===== src/rtl/alu_issue_pkg.sv =====
`default_nettype none
// ============================================================================
// alu_issue_pkg
// Shared constants for the ALU issue front end: opcode/funct values, ALU
// control codes (shared with the ALU) and instruction-field helpers.
// Revision: 1.0 - initial release
// ============================================================================
package alu_issue_pkg;

    localparam int c_N        = 32;
    localparam int c_CTR_SIZE = 4;

    localparam logic [5:0] c_OP_RTYPE = 6'h00;
    localparam logic [5:0] c_OP_ADDI  = 6'h08;
    localparam logic [5:0] c_OP_ADDIU = 6'h09;
    localparam logic [5:0] c_OP_SLTI  = 6'h0A;
    localparam logic [5:0] c_OP_SLTIU = 6'h0B;
    localparam logic [5:0] c_OP_ANDI  = 6'h0C;
    localparam logic [5:0] c_OP_ORI   = 6'h0D;
    localparam logic [5:0] c_OP_XORI  = 6'h0E;
    localparam logic [5:0] c_OP_LUI   = 6'h0F;

    localparam logic [5:0] c_FN_SLL  = 6'h00;
    localparam logic [5:0] c_FN_SRL  = 6'h02;
    localparam logic [5:0] c_FN_SRA  = 6'h03;
    localparam logic [5:0] c_FN_SLLV = 6'h04;
    localparam logic [5:0] c_FN_SRLV = 6'h06;
    localparam logic [5:0] c_FN_SRAV = 6'h07;
    localparam logic [5:0] c_FN_ADD  = 6'h20;
    localparam logic [5:0] c_FN_ADDU = 6'h21;
    localparam logic [5:0] c_FN_SUB  = 6'h22;
    localparam logic [5:0] c_FN_SUBU = 6'h23;
    localparam logic [5:0] c_FN_AND  = 6'h24;
    localparam logic [5:0] c_FN_OR   = 6'h25;
    localparam logic [5:0] c_FN_XOR  = 6'h26;
    localparam logic [5:0] c_FN_SLT  = 6'h2A;
    localparam logic [5:0] c_FN_SLTU = 6'h2B;

    // NOP passes ADin straight through to Result.
    typedef enum logic [c_CTR_SIZE-1:0] {
        ALU_ADD  = 4'd0,
        ALU_ADDU = 4'd1,
        ALU_SUB  = 4'd2,
        ALU_SUBU = 4'd3,
        ALU_AND  = 4'd4,
        ALU_OR   = 4'd5,
        ALU_XOR  = 4'd6,
        ALU_SLT  = 4'd7,
        ALU_SLTU = 4'd8,
        ALU_SLL  = 4'd9,
        ALU_SRL  = 4'd10,
        ALU_SRA  = 4'd11,
        ALU_NOP  = 4'd15
    } alu_ctr_e;

    function automatic logic [5:0] f_opcode(input logic [31:0] instr);
        return instr[31:26];
    endfunction

    function automatic logic [4:0] f_rt(input logic [31:0] instr);
        return instr[20:16];
    endfunction

    function automatic logic [4:0] f_rd(input logic [31:0] instr);
        return instr[15:11];
    endfunction

    function automatic logic [4:0] f_shamt(input logic [31:0] instr);
        return instr[10:6];
    endfunction

    function automatic logic [5:0] f_funct(input logic [31:0] instr);
        return instr[5:0];
    endfunction

    function automatic logic [15:0] f_imm(input logic [31:0] instr);
        return instr[15:0];
    endfunction

endpackage
`default_nettype wire


===== src/rtl/alu_issue_decode.sv =====
`default_nettype none
// ============================================================================
// alu_decode
// Combinational decode of an instruction word into ALU control, operands,
// destination register, write enable, illegal flag and overflow-trap class.
// Revision: 1.0 - initial release
// ============================================================================
module alu_decode
    import alu_issue_pkg::*;
(
    input  logic [31:0]           instr,
    input  logic [c_N-1:0]        rs_val,
    input  logic [c_N-1:0]        rt_val,
    output logic [c_CTR_SIZE-1:0] alu_ctr,
    output logic [c_N-1:0]        a_din,
    output logic [c_N-1:0]        b_din,
    output logic [4:0]            dest,
    output logic                  wen,
    output logic                  illegal,
    output logic                  trap
);

    logic [15:0]    w_imm;
    logic [c_N-1:0] w_imm_sx;
    logic [c_N-1:0] w_imm_zx;
    logic [c_N-1:0] w_shamt_zx;
    logic [c_N-1:0] w_rs_sh_zx;
    logic           unused_rs_field;

    assign w_imm      = f_imm(instr);
    assign w_imm_sx   = {{16{w_imm[15]}}, w_imm};
    assign w_imm_zx   = {16'h0000, w_imm};
    assign w_shamt_zx = {27'd0, f_shamt(instr)};
    assign w_rs_sh_zx = {27'd0, rs_val[4:0]};
    // Operand values arrive already fetched, so the rs field is not needed.
    assign unused_rs_field = ^instr[25:21];

    always_comb begin
        alu_ctr = ALU_NOP;
        a_din   = '0;
        b_din   = '0;
        dest    = 5'd0;
        illegal = 1'b0;
        trap    = 1'b0;
        if (f_opcode(instr) == c_OP_RTYPE) begin
            dest  = f_rd(instr);
            a_din = rs_val;
            b_din = rt_val;
            case (f_funct(instr))
                c_FN_ADD:  begin alu_ctr = ALU_ADD; trap = 1'b1; end
                c_FN_ADDU: alu_ctr = ALU_ADDU;
                c_FN_SUB:  begin alu_ctr = ALU_SUB; trap = 1'b1; end
                c_FN_SUBU: alu_ctr = ALU_SUBU;
                c_FN_AND:  alu_ctr = ALU_AND;
                c_FN_OR:   alu_ctr = ALU_OR;
                c_FN_XOR:  alu_ctr = ALU_XOR;
                c_FN_SLT:  alu_ctr = ALU_SLT;
                c_FN_SLTU: alu_ctr = ALU_SLTU;
                c_FN_SLL:  begin alu_ctr = ALU_SLL; a_din = rt_val; b_din = w_shamt_zx; end
                c_FN_SRL:  begin alu_ctr = ALU_SRL; a_din = rt_val; b_din = w_shamt_zx; end
                c_FN_SRA:  begin alu_ctr = ALU_SRA; a_din = rt_val; b_din = w_shamt_zx; end
                c_FN_SLLV: begin alu_ctr = ALU_SLL; a_din = rt_val; b_din = w_rs_sh_zx; end
                c_FN_SRLV: begin alu_ctr = ALU_SRL; a_din = rt_val; b_din = w_rs_sh_zx; end
                c_FN_SRAV: begin alu_ctr = ALU_SRA; a_din = rt_val; b_din = w_rs_sh_zx; end
                default: begin
                    illegal = 1'b1;
                    dest    = 5'd0;
                    a_din   = '0;
                    b_din   = '0;
                end
            endcase
        end else begin
            dest  = f_rt(instr);
            a_din = rs_val;
            case (f_opcode(instr))
                c_OP_ADDI:  begin alu_ctr = ALU_ADD; b_din = w_imm_sx; trap = 1'b1; end
                c_OP_ADDIU: begin alu_ctr = ALU_ADDU; b_din = w_imm_sx; end
                c_OP_SLTI:  begin alu_ctr = ALU_SLT;  b_din = w_imm_sx; end
                c_OP_SLTIU: begin alu_ctr = ALU_SLTU; b_din = w_imm_sx; end
                c_OP_ANDI:  begin alu_ctr = ALU_AND;  b_din = w_imm_zx; end
                c_OP_ORI:   begin alu_ctr = ALU_OR;   b_din = w_imm_zx; end
                c_OP_XORI:  begin alu_ctr = ALU_XOR;  b_din = w_imm_zx; end
                c_OP_LUI:   a_din = {w_imm, 16'h0000};
                default: begin
                    illegal = 1'b1;
                    dest    = 5'd0;
                    a_din   = '0;
                end
            endcase
        end
    end

    assign wen = ~illegal & (dest != 5'd0);

endmodule
`default_nettype wire


===== src/rtl/alu_issue.sv =====
`default_nettype none
// ============================================================================
// alu_issue
// Two-stage issue/writeback front end for the behavioural ALU.
// Optional feature: ALU_TRAP_EN enables signed-overflow trapping.
// Revision: 1.0 - initial release
// ============================================================================
module alu_issue
    import alu_issue_pkg::*;
(
    input  logic                  clk,
    input  logic                  reset,
    input  logic                  in_valid,
    output logic                  in_ready,
    input  logic [31:0]           instr,
    input  logic [c_N-1:0]        rs_val,
    input  logic [c_N-1:0]        rt_val,
    output logic [c_N-1:0]        ADin,
    output logic [c_N-1:0]        BDin,
    output logic [c_CTR_SIZE-1:0] ALU_ctr,
    output logic                  Carry_in,
    input  logic [c_N-1:0]        Result,
    input  logic                  Overflow,
    input  logic                  Carry_out,
    input  logic                  Zero,
    output logic                  out_valid,
    input  logic                  out_ready,
    output logic [c_N-1:0]        out_result,
    output logic                  out_zero,
    output logic [4:0]            out_dest,
    output logic                  out_wen,
    output logic                  out_illegal,
    output logic                  out_ovf
);

    logic [c_CTR_SIZE-1:0] w_dec_ctr;
    logic [c_N-1:0]        w_dec_a;
    logic [c_N-1:0]        w_dec_b;
    logic [4:0]            w_dec_dest;
    logic                  w_dec_wen;
    logic                  w_dec_illegal;
    logic                  w_dec_trap;

    logic                  r_s1_valid;
    logic [4:0]            r_s1_dest;
    logic                  r_s1_wen;
    logic                  r_s1_illegal;
    logic                  r_s1_trap;

    logic                  w_s1_adv;
    logic                  w_s1_load;
    logic                  w_trap;

    alu_decode u_decode (
        .instr   (instr),
        .rs_val  (rs_val),
        .rt_val  (rt_val),
        .alu_ctr (w_dec_ctr),
        .a_din   (w_dec_a),
        .b_din   (w_dec_b),
        .dest    (w_dec_dest),
        .wen     (w_dec_wen),
        .illegal (w_dec_illegal),
        .trap    (w_dec_trap)
    );

    assign w_s1_adv  = r_s1_valid & (~out_valid | out_ready);
    assign in_ready  = ~r_s1_valid | w_s1_adv;
    assign w_s1_load = in_valid & in_ready;
    assign Carry_in  = 1'b0;

`ifdef ALU_TRAP_EN
    logic unused_flags;
    assign w_trap       = r_s1_trap & Overflow;
    assign unused_flags = Carry_out;
`else
    logic unused_flags;
    assign w_trap       = 1'b0;
    assign unused_flags = Carry_out ^ Overflow ^ r_s1_trap;
`endif

    // Stage 1: the registered operands feed the ALU directly.
    always_ff @(posedge clk) begin
        if (reset) begin
            r_s1_valid   <= 1'b0;
            ADin         <= '0;
            BDin         <= '0;
            ALU_ctr      <= ALU_NOP;
            r_s1_dest    <= 5'd0;
            r_s1_wen     <= 1'b0;
            r_s1_illegal <= 1'b0;
            r_s1_trap    <= 1'b0;
        end else if (w_s1_load) begin
            r_s1_valid   <= 1'b1;
            ADin         <= w_dec_a;
            BDin         <= w_dec_b;
            ALU_ctr      <= w_dec_ctr;
            r_s1_dest    <= w_dec_dest;
            r_s1_wen     <= w_dec_wen;
            r_s1_illegal <= w_dec_illegal;
            r_s1_trap    <= w_dec_trap;
        end else if (w_s1_adv) begin
            r_s1_valid   <= 1'b0;
        end
    end

    // Stage 2: writeback register, held while the writer stalls.
    always_ff @(posedge clk) begin
        if (reset) begin
            out_valid   <= 1'b0;
            out_result  <= '0;
            out_zero    <= 1'b0;
            out_dest    <= 5'd0;
            out_wen     <= 1'b0;
            out_illegal <= 1'b0;
            out_ovf     <= 1'b0;
        end else if (w_s1_adv) begin
            out_valid   <= 1'b1;
            out_result  <= Result;
            out_zero    <= Zero;
            out_dest    <= r_s1_dest;
            out_wen     <= r_s1_wen & ~w_trap;
            out_illegal <= r_s1_illegal;
            out_ovf     <= w_trap;
        end else if (out_valid & out_ready) begin
            out_valid   <= 1'b0;
        end
    end

endmodule
`default_nettype wire


===== config.mk =====
export PLATFORM = sky130hd
export DESIGN_NAME = alu_issue
export DESIGN_NICKNAME = d
export VERILOG_FILES = /design/src/rtl/alu_issue_pkg.sv /design/src/rtl/alu_issue_decode.sv /design/src/rtl/alu_issue.sv
export SDC_FILE = /design/constraint.sdc
export NUM_CORES = 1
export LEC_CHECK = 0
export ABC_AREA = 1
export BUFFER_PORTS_ARGS = -buffer_cell sky130_fd_sc_hd__buf_4
export CAP_MARGIN = 20
export CORE_MARGIN = 3
export CORE_UTILIZATION = 45
export CTS_BUF_LIST = sky130_fd_sc_hd__clkbuf_8 sky130_fd_sc_hd__clkbuf_16
export CTS_CLUSTER_SIZE = 25
export DETAILED_ROUTE_END_ITERATION = 12
export PLACE_DENSITY_LB_ADDON = 0.08
export SYNTH_ARGS = -nofsm -noshare
export SYNTH_HDL_FRONTEND = slang
export SYNTH_HIERARCHICAL = 1
export SYNTH_SLANG_ARGS = --single-unit

===== constraint.sdc =====
create_clock -name clk -period 1.6 [get_ports clk]
set_clock_uncertainty 0.05 [all_clocks]
set_input_delay 0.08 -clock clk [delete_from_list [all_inputs] [get_ports clk]]
set_output_delay 0.08 -clock clk [all_outputs]
set_load 0.02 [all_outputs]

==> results.json, run 1 <==
{
  "dieWidth_um": 126,
  "fin_crit_sh_pct": 91.5,
  "critPathMaxFanout": 50,
  "grt_antenna_before_repair": 0,
  "numCtsBuffers": 17,
  "syn_avg_cell_area_um2": 6.35,
  "min_path_type": "primary input to register",
  "cp_num_buf_inv": 2,
  "dieArea_mm2": 0.0159,
  "wl_mm": 22.1,
  "via_count": 7412,
  "dp_hpwl_mm": 15.9,
  "hold_viol": 0,
  "clkTransAtPathRegs_ns": 0.05,
  "finalSetupViolCount": 0,
  "finalSetupTns_ns": 0,
  "post_drt_wl_per_cell_um": 14.9,
  "critical-path-top-delay-family": "flip-flops",
  "cts.sinks": 117,
  "gp_congestion": 0.919,
  "maxSlewViolCount": 0,
  "drive_gt1_share_pct": 26.0,
  "start_util_pct": 46.5,
  "multiInputGateArea_mm2": 0.00326,
  "power_w": 0.00885,
  "r2r-start": "out_valid",
  "layout_common_cells": "276 x buf_4, 235 x nand2_1, 169 x nor2_1",
  "area.growth.synth_to_final_pct": 46.5,
  "max_freq_ghz": 0.683,
  "antenna_left": 0,
  "drtIter0Drc": 426,
  "ios": 247,
  "cap_violations": 0,
  "nFillCells": 1261,
  "post-route-min-period_ns": 1.46,
  "regArea_mm2": 0.00234,
  "layout_commonest_cell": "buf_4",
  "core_area_mm2": 0.0140,
  "path_class": "register to primary output",
  "crit_path_end": "in_ready",
  "end_kind": "primary output",
  "clkLatencyLatePin_ns": 0.42,
  "reg2reg_slack_ns": 0.15,
  "root_buffer": "clkbuf_16",
  "nets": 1426,
  "holdCritStartpoint": "rs_val[24]",
  "syn_inst": 1025,
  "ir_drop_v": 0.000789,
  "die_y_um": 126,
  "grt_start_max_net_pins": 67,
  "crit_chain": "nand3_4 -> buf_12 -> buf_4",
  "vias_per_cell": 4.99,
  "required_ns": 1.47,
  "grtUsageTotal_pct": 27.1,
  "io_buffers": 237,
  "cts.htree.levels": 4,
  "rsz0062_at_grt": "no",
  "num_rows": 43,
  "power.density_mw_per_mm2": 929,
  "cts_buffer_depth": 2,
  "p_leak_nw": 4.84,
  "slowest_delay_ns": 0.41,
  "grt_pass1_vias": 6925,
  "yosysWarnings": 6,
  "diodes": 0,
  "drt_pass1_iterations": 5,
  "synth_area_mm2": 0.00650,
  "grt_pass1_wl_mm": 35.1,
  "status": "finished clean",
  "worst-path-stages": 3,
  "worstPathArrival_ns": 1.33,
  "cts_tree": "built",
  "r2r-end": "BDin[2]",
  "startpoint": "r_s1_valid",
  "cp_slowest_cell": "dfxtp_1",
  "drc": 0,
  "overflow": 0,
  "startpoint_type": "register",
  "rr_worst_depth": 6
}
==> flip-flops by register name, indices dropped and copies added, names as in the netlist <==
name / count
r_s1_valid: 1
r_s1_wen: 1
r_s1_dest: 5
out_result: 32
r_s1_illegal: 1
BDin: 32
out_wen: 1
out_zero: 1
out_illegal: 1
out_valid: 1
ALU_ctr: 4
out_dest: 5
ADin: 32
==> routing by layer <==
metal | share of wire, % | GRT usage (%) | vias to the layer above
li1 | - | - | 3765
met3 | 7.8 | 7.93 | 36
met4 | 2.6 | 9.09 | 0
met5 | 0 | 0 | -
met1 | 42 | 33.3 | 3335
met2 | 48 | 45.7 | 276
==> metrics by stage <==
step / area, um^2 / util [%] / instances / setup WS (ns) / hold slack [ns]
2_1_floorplan: 6510 / - / 1026 / 0.0921 / 0.0991
3_3_place_gp: 8580 / 61.3 / 1417 / -0.120 / 0.216
3_5_place_dp: 8580 / 61.3 / 1417 / -0.169 / 0.217
4_1_cts: 9530 / 68.1 / 1484 / 0.0557 / 0.0120
5_1_grt: 9530 / 68.1 / 1484 / 0.0599 / 0.0479
6_report: 9530 / 68.1 / 1484 / 0.136 / 0.0241
==> worst min-delay path, cell delays in order <==
cell	delay, ns
buf_4	0.07
nand2_1	0.04
nand2_1	0.05
inv_1	0.03
nand3_1	0.06
nand2_1	0.05
nor2_1	0.07
==> power by group <==
| part | leakage [nW] | switching (W) | internal, W |
|---|---|---|---|
| Combinational | 3.58 | 0.000937 | 0.000816 |
| Sequential | 0.966 | 0.000110 | 0.00311 |
| Clock | 0.303 | 0.00140 | 0.00248 |
| Total | 4.84 | 0.00245 | 0.00640 |
==> worst min-delay path by stage <==
stage                       to  slack [ns]  depth (start not counted)
finish                ADin[24]        0.02                          7
detailed placement  r_s1_valid        0.22                          2
CTS                   ADin[24]        0.01                          7
global route          ADin[24]        0.05                          7
floorplan            out_valid         0.1                          1
global placement     out_valid        0.22                          2
==> layout make-up <==
class	count	area share [%]
Inverter	136	5.37
Timing Repair Buffer	319	27.2
Clock inverter	14	1.68
Clock buffer	18	4.61
Multi-Input combinational cell	700	34.2
Tap cell	180	2.36
Sequential cell	117	24.6
==> repair_timing <==
item,4_1_cts,5_1_grt
buffers inserted,1,0
hold endpoints to repair,35,0
cloned,0,0
endpoints found under the setup margin,1,1
pin swaps,1,0
hold buffers,34,0
gates resized for setup,0,1
No activity file was read; power rests on OpenSTA's default activity.
==> inputs of run 2 (changes only) <==
--- a/config.mk
+++ b/config.mk
@@ -8,8 +8,10 @@
 export ABC_AREA = 1
 export BUFFER_PORTS_ARGS = -buffer_cell sky130_fd_sc_hd__buf_4
 export CAP_MARGIN = 20
+export CELL_PAD_IN_SITES_DETAIL_PLACEMENT = 0
+export CELL_PAD_IN_SITES_GLOBAL_PLACEMENT = 1
 export CORE_MARGIN = 3
-export CORE_UTILIZATION = 45
+export CORE_UTILIZATION = 30
 export CTS_BUF_LIST = sky130_fd_sc_hd__clkbuf_8 sky130_fd_sc_hd__clkbuf_16
 export CTS_CLUSTER_SIZE = 25
 export DETAILED_ROUTE_END_ITERATION = 12
==> run 2 against run 1 <==
Net effect:
- flip-flop and latch count unchanged
- wire length increased by 12%
- sequential power barely moved
- highest routed layer unchanged
- setup slack got worse by 0.056 ns
- critical path type unchanged
- largest power group unchanged
==> results.json, run 2 (synthesis gave the netlist of run 1 again) <==
{
  "cts.sinks": 117,
  "maxSlewViolCount": 0,
  "layout_setup_ws_ns": 0.0799,
  "start_util_pct": 30.8,
  "dp_hpwl_mm": 18.3,
  "crit_path_end": "in_ready",
  "layout_common_cells": "290 x buf_4, 235 x nand2_1, 169 x nor2_1",
  "dieArea_mm2": 0.0235,
  "min_path_type": "primary input to register",
  "num_rows": 53,
  "grt_start_max_net_pins": 106,
  "cap_violations": 0,
  "cts_tree": "built",
  "clkTransAtPathRegs_ns": 0.06,
  "max_freq_ghz": 0.658,
  "drt_pass1_iterations": 5,
  "fin_crit_sh_pct": 95.0,
  "diodes": 0,
  "reg2reg_slack_ns": 0.17,
  "nFillCells": 2293,
  "critPathMaxFanout": 44,
  "pre_cts_slack_ns": -0.120,
  "hold_viol": 0,
  "top_regs": "ADin (32), BDin (32), out_result (32)",
  "grt_pass1_vias": 7046,
  "finalSetupViolCount": 0,
  "status": "finished clean",
  "gp_congestion": 0.862,
  "drtIter0Drc": 503,
  "post-route-min-period_ns": 1.52,
  "numCtsBuffers": 17,
  "end_kind": "primary output",
  "ios": 247,
  "overflow": 0,
  "root_buffer": "clkbuf_16",
  "rr_worst_depth": 6,
  "r2r-start": "out_valid",
  "die_y_um": 153,
  "required_ns": 1.47,
  "worstPathArrival_ns": 1.39,
  "startpoint_type": "register",
  "power.density_mw_per_mm2": 922,
  "layout_commonest_cell": "buf_4",
  "nets": 1443,
  "post_drt_wl_per_cell_um": 15.5,
  "vias_per_cell": 4.57,
  "startpoint": "out_valid",
  "cts_buffer_depth": 2,
  "layout.cells.non_filler": 1596,
  "rsz0062_at_grt": "no",
  "grtUsageTotal_pct": 20.7,
  "antenna_left": 0,
  "cts.htree.levels": 4,
  "drive_gt1_share_pct": 26.9,
  "dieWidth_um": 153,
  "drc": 0,
  "clkLatencyLatePin_ns": 0.41,
  "via_count": 7295,
  "fin_util_pct": 46.5,
  "ir_drop_v": 0.000644,
  "grt_pass1_wl_mm": 39.0,
  "path_class": "register to primary output",
  "wl_mm": 24.7,
  "p_leak_nw": 4.94,
  "r2r-end": "BDin[15]",
  "core_area_mm2": 0.0212,
  "area.growth.synth_to_final_pct": 51.2,
  "io_buffers": 237,
  "grt_antenna_before_repair": 0,
  "place_inst": 1529
}
[run 2: how the worst min path moves through the flow]
stage / startpoint / endpoint / slack (ns) / depth (start not counted)
floorplan: reset / out_valid / 0.1 / 1
global placement: reset / out_valid / 0.22 / 2
detailed placement: reset / out_valid / 0.22 / 2
CTS: rs_val[17] / ADin[17] / 0.02 / 7
global route: rs_val[30] / ADin[30] / 0.08 / 7
finish: rs_val[28] / ADin[28] / 0.04 / 7
[run 2: area by class of cell]
type	count	area (um^2)	area share, %
flip-flops and latches	117	2340	23.8
clock inverters	15	196	2.00
inverters	136	512	5.20
repair buffers	336	2760	28.0
clock buffers	17	425	4.33
multi-input cells	700	3260	33.1
well taps	275	344	3.50
[run 2: timing repair]
action / 4_1_cts / 5_1_grt
hold endpoints to repair: 35 / 0
setup endpoints to repair: 1 / 0
gates resized for setup: 0 / 0
setup buffers: 1 / 0
hold buffers: 34 / 0
[run 2: metal layers]
layer | GRT usage, % | vias to the layer above | wire [um]
met2 | 32.7 | 224 | 11300
met1 | 27.8 | 3251 | 11300
met5 | 0 | - | 0
li1 | - | 3799 | -
met4 | 6.19 | 0 | 498
met3 | 5.21 | 21 | 1590
[run 2: worst max-delay path, cell delays in order, from the launching register on]
cell and delay, ns:
dfxtp_1 0.47, nand3_4 0.13, buf_12 0.20, buf_4 0.18
[run 2: report_power, final]
part,switching [W],internal (W)
clock network,0.00156,0.00249
logic,0.000960,0.000843
registers,0.000107,0.00311
total,0.00263,0.00644
[run 2: stage by stage]
stage                     hold WS, ns  setup TNS, ns  area [um^2]  power, W
after floorplan                0.0991              0         6510   0.00420
after global placement          0.219          -2.80         8860   0.00503
after detailed placement        0.224          -3.81         8860   0.00503
after CTS                      0.0191              0         9830   0.00921
after global routing           0.0816              0         9830   0.00953
final                          0.0398              0         9830   0.00907
==> inputs of run 3 (changes only) <==
--- a/config.mk
+++ b/config.mk
@@ -5,13 +5,12 @@
 export SDC_FILE = /design/constraint.sdc
 export NUM_CORES = 1
 export LEC_CHECK = 0
-export ABC_AREA = 1
 export BUFFER_PORTS_ARGS = -buffer_cell sky130_fd_sc_hd__buf_4
 export CAP_MARGIN = 20
 export CELL_PAD_IN_SITES_DETAIL_PLACEMENT = 0
 export CELL_PAD_IN_SITES_GLOBAL_PLACEMENT = 1
 export CORE_MARGIN = 3
-export CORE_UTILIZATION = 30
+export CORE_UTILIZATION = 32
 export CTS_BUF_LIST = sky130_fd_sc_hd__clkbuf_8 sky130_fd_sc_hd__clkbuf_16
 export CTS_CLUSTER_SIZE = 25
 export DETAILED_ROUTE_END_ITERATION = 12
==> run 3 against run 2 <==
Net effect:
- core utilization increased by 4.3 points
- power decreased by 7.6%
- critical path depth increased by 4
- sequential power decreased by 6%
- non-clock buffer count decreased by 9
- critical path type is now primary input to register
- final cell count decreased by 22%
- clock power about the same
- via count decreased by 15%
- sequential share of layout area increased by 0.51 points
- cell area decreased by 2.1%
- register-to-register slack improved by 0.04 ns
==> results.json, run 3 <==
{
  "hold_viol": 0,
  "wl_mm": 22.8,
  "cap_violations": 0,
  "numCtsBuffers": 17,
  "min_path_type": "primary input to register",
  "drtIter0Drc": 360,
  "power.density_mw_per_mm2": 870,
  "drc": 0,
  "ir_drop_v": 0.000743,
  "fin_crit_sh_pct": 96.0,
  "grt_start_max_net_pins": 53,
  "pre_cts_slack_ns": -0.353,
  "path_class": "primary input to register",
  "grt_pass1_wl_mm": 35.5,
  "overflow": 0,
  "via_count": 6194,
  "placed_area_mm2": 0.00854,
  "layout_common_cells": "274 x buf_4, 146 x nand2b_1, 116 x dfxtp_1",
  "maxSlewViolCount": 0,
  "core_area_mm2": 0.0190,
  "area.growth.synth_to_final_pct": 54.0,
  "fin_area_mm2": 0.00963,
  "dieArea_mm2": 0.0213,
  "start_util_pct": 33.0,
  "cts_tree": "built",
  "end_kind": "register",
  "grt_pass1_vias": 6360,
  "die_y_um": 146,
  "drive_gt1_share_pct": 34.7,
  "worstPathArrival_ns": 1.78,
  "top_regs": "ADin (32), BDin (32), out_result (32)",
  "layout_setup_ws_ns": 0.0638,
  "drt_pass1_iterations": 5,
  "num_rows": 50,
  "yosysWarnings": 6,
  "root_buffer": "clkbuf_16",
  "nets": 1111,
  "finalSetupViolCount": 0,
  "cts.htree.levels": 4,
  "power_w": 0.00838,
  "grt_antenna_before_repair": 1,
  "cts_buffer_depth": 2,
  "fin_util_pct": 50.8,
  "antenna_left": 0,
  "clkTransAtPathRegs_ns": 0.06,
  "status": "finished clean",
  "grtUsageTotal_pct": 21.0,
  "startpoint_type": "primary input",
  "clkLatencyLatePin_ns": 0.41,
  "vias_per_cell": 4.96,
  "dieWidth_um": 146,
  "io_buffers": 237,
  "gp_congestion": 0.933,
  "required_ns": 1.85,
  "layout_commonest_cell": "buf_4",
  "syn_avg_cell_area_um2": 8.91,
  "syn_inst": 702,
  "max_freq_ghz": 0.651,
  "cts.sinks": 117,
  "ios": 247,
  "critPathMaxFanout": 8,
  "p_leak_nw": 4.27,
  "dp_hpwl_mm": 17.2,
  "synth_area_mm2": 0.00625,
  "post-route-min-period_ns": 1.54,
  "post_drt_wl_per_cell_um": 18.3
}
-- run 3: worst paths after layout --
path	startpoint	end	slack [ns]	cells past startpoint
worst max-delay path	instr[31]	ALU_ctr[0]	0.06	7
worst min-delay path	rt_val[18]	BDin[18]	0.02	4
worst max register to register	out_valid	ADin[12]	0.21	5
worst min register to register	r_s1_dest[4]	out_dest[4]	0.42	2
-- run 3: cell type report --
cell class | count | area, um^2
Timing Repair Buffer | 327 | 2780
Sequential cell | 117 | 2340
Multi-Input combinational cell | 510 | 3540
Clock buffer | 17 | 425
Inverter | 3 | 13.8
Fill cell | 1792 | 9320
Clock inverter | 15 | 205
Antenna cell | 1 | 2.50
Tap cell | 260 | 325
-- run 3: worst max-delay path, stage by stage --
cell	delay, ns
buf_4	0.12
or4_4	0.55
or3_4	0.37
a211o_4	0.33
a2bb2oi_1	0.16
nor2_1	0.10
mux2i_1	0.08
-- run 3: timing repair --
item,4_1_cts,5_1_grt
endpoints found under the setup margin,1,38
gates cloned,1,1
endpoints found under the hold margin,35,0
resized for setup,4,5
buffers inserted,0,1
hold buffers,35,0
pin swaps,0,0
-- run 3: stage by stage --
step | std cells | TNS (ns) | hold slack, ns
3_5_place_dp | 1178 | -19.63 | 0.289
6_report | 1250 | 0 | 0.0159
3_3_place_gp | 1178 | -18.39 | 0.267
5_1_grt | 1250 | -0.0126 | 0.0322
2_1_floorplan | 703 | -2.08 | 0.147
4_1_cts | 1246 | 0 | 0.00123
-- run 3: per-layer routing --
layer	share of wire, %	track usage, %	vias to the layer above	routed length, um
li1	-	-	3030	-
met1	42	25.4	2914	9600
met2	49	35.8	221	11100
met3	6.8	6.48	29	1550
met4	2.4	6.55	0	544
met5	0	0	-	0
-- run 3: where the power goes --
part           switching (W)  internal, W  total, W  leakage, nW
combinational       0.000595     0.000673   0.00127         3.02
clock                0.00147      0.00262   0.00408        0.299
sequential         0.0000411      0.00299   0.00303        0.949
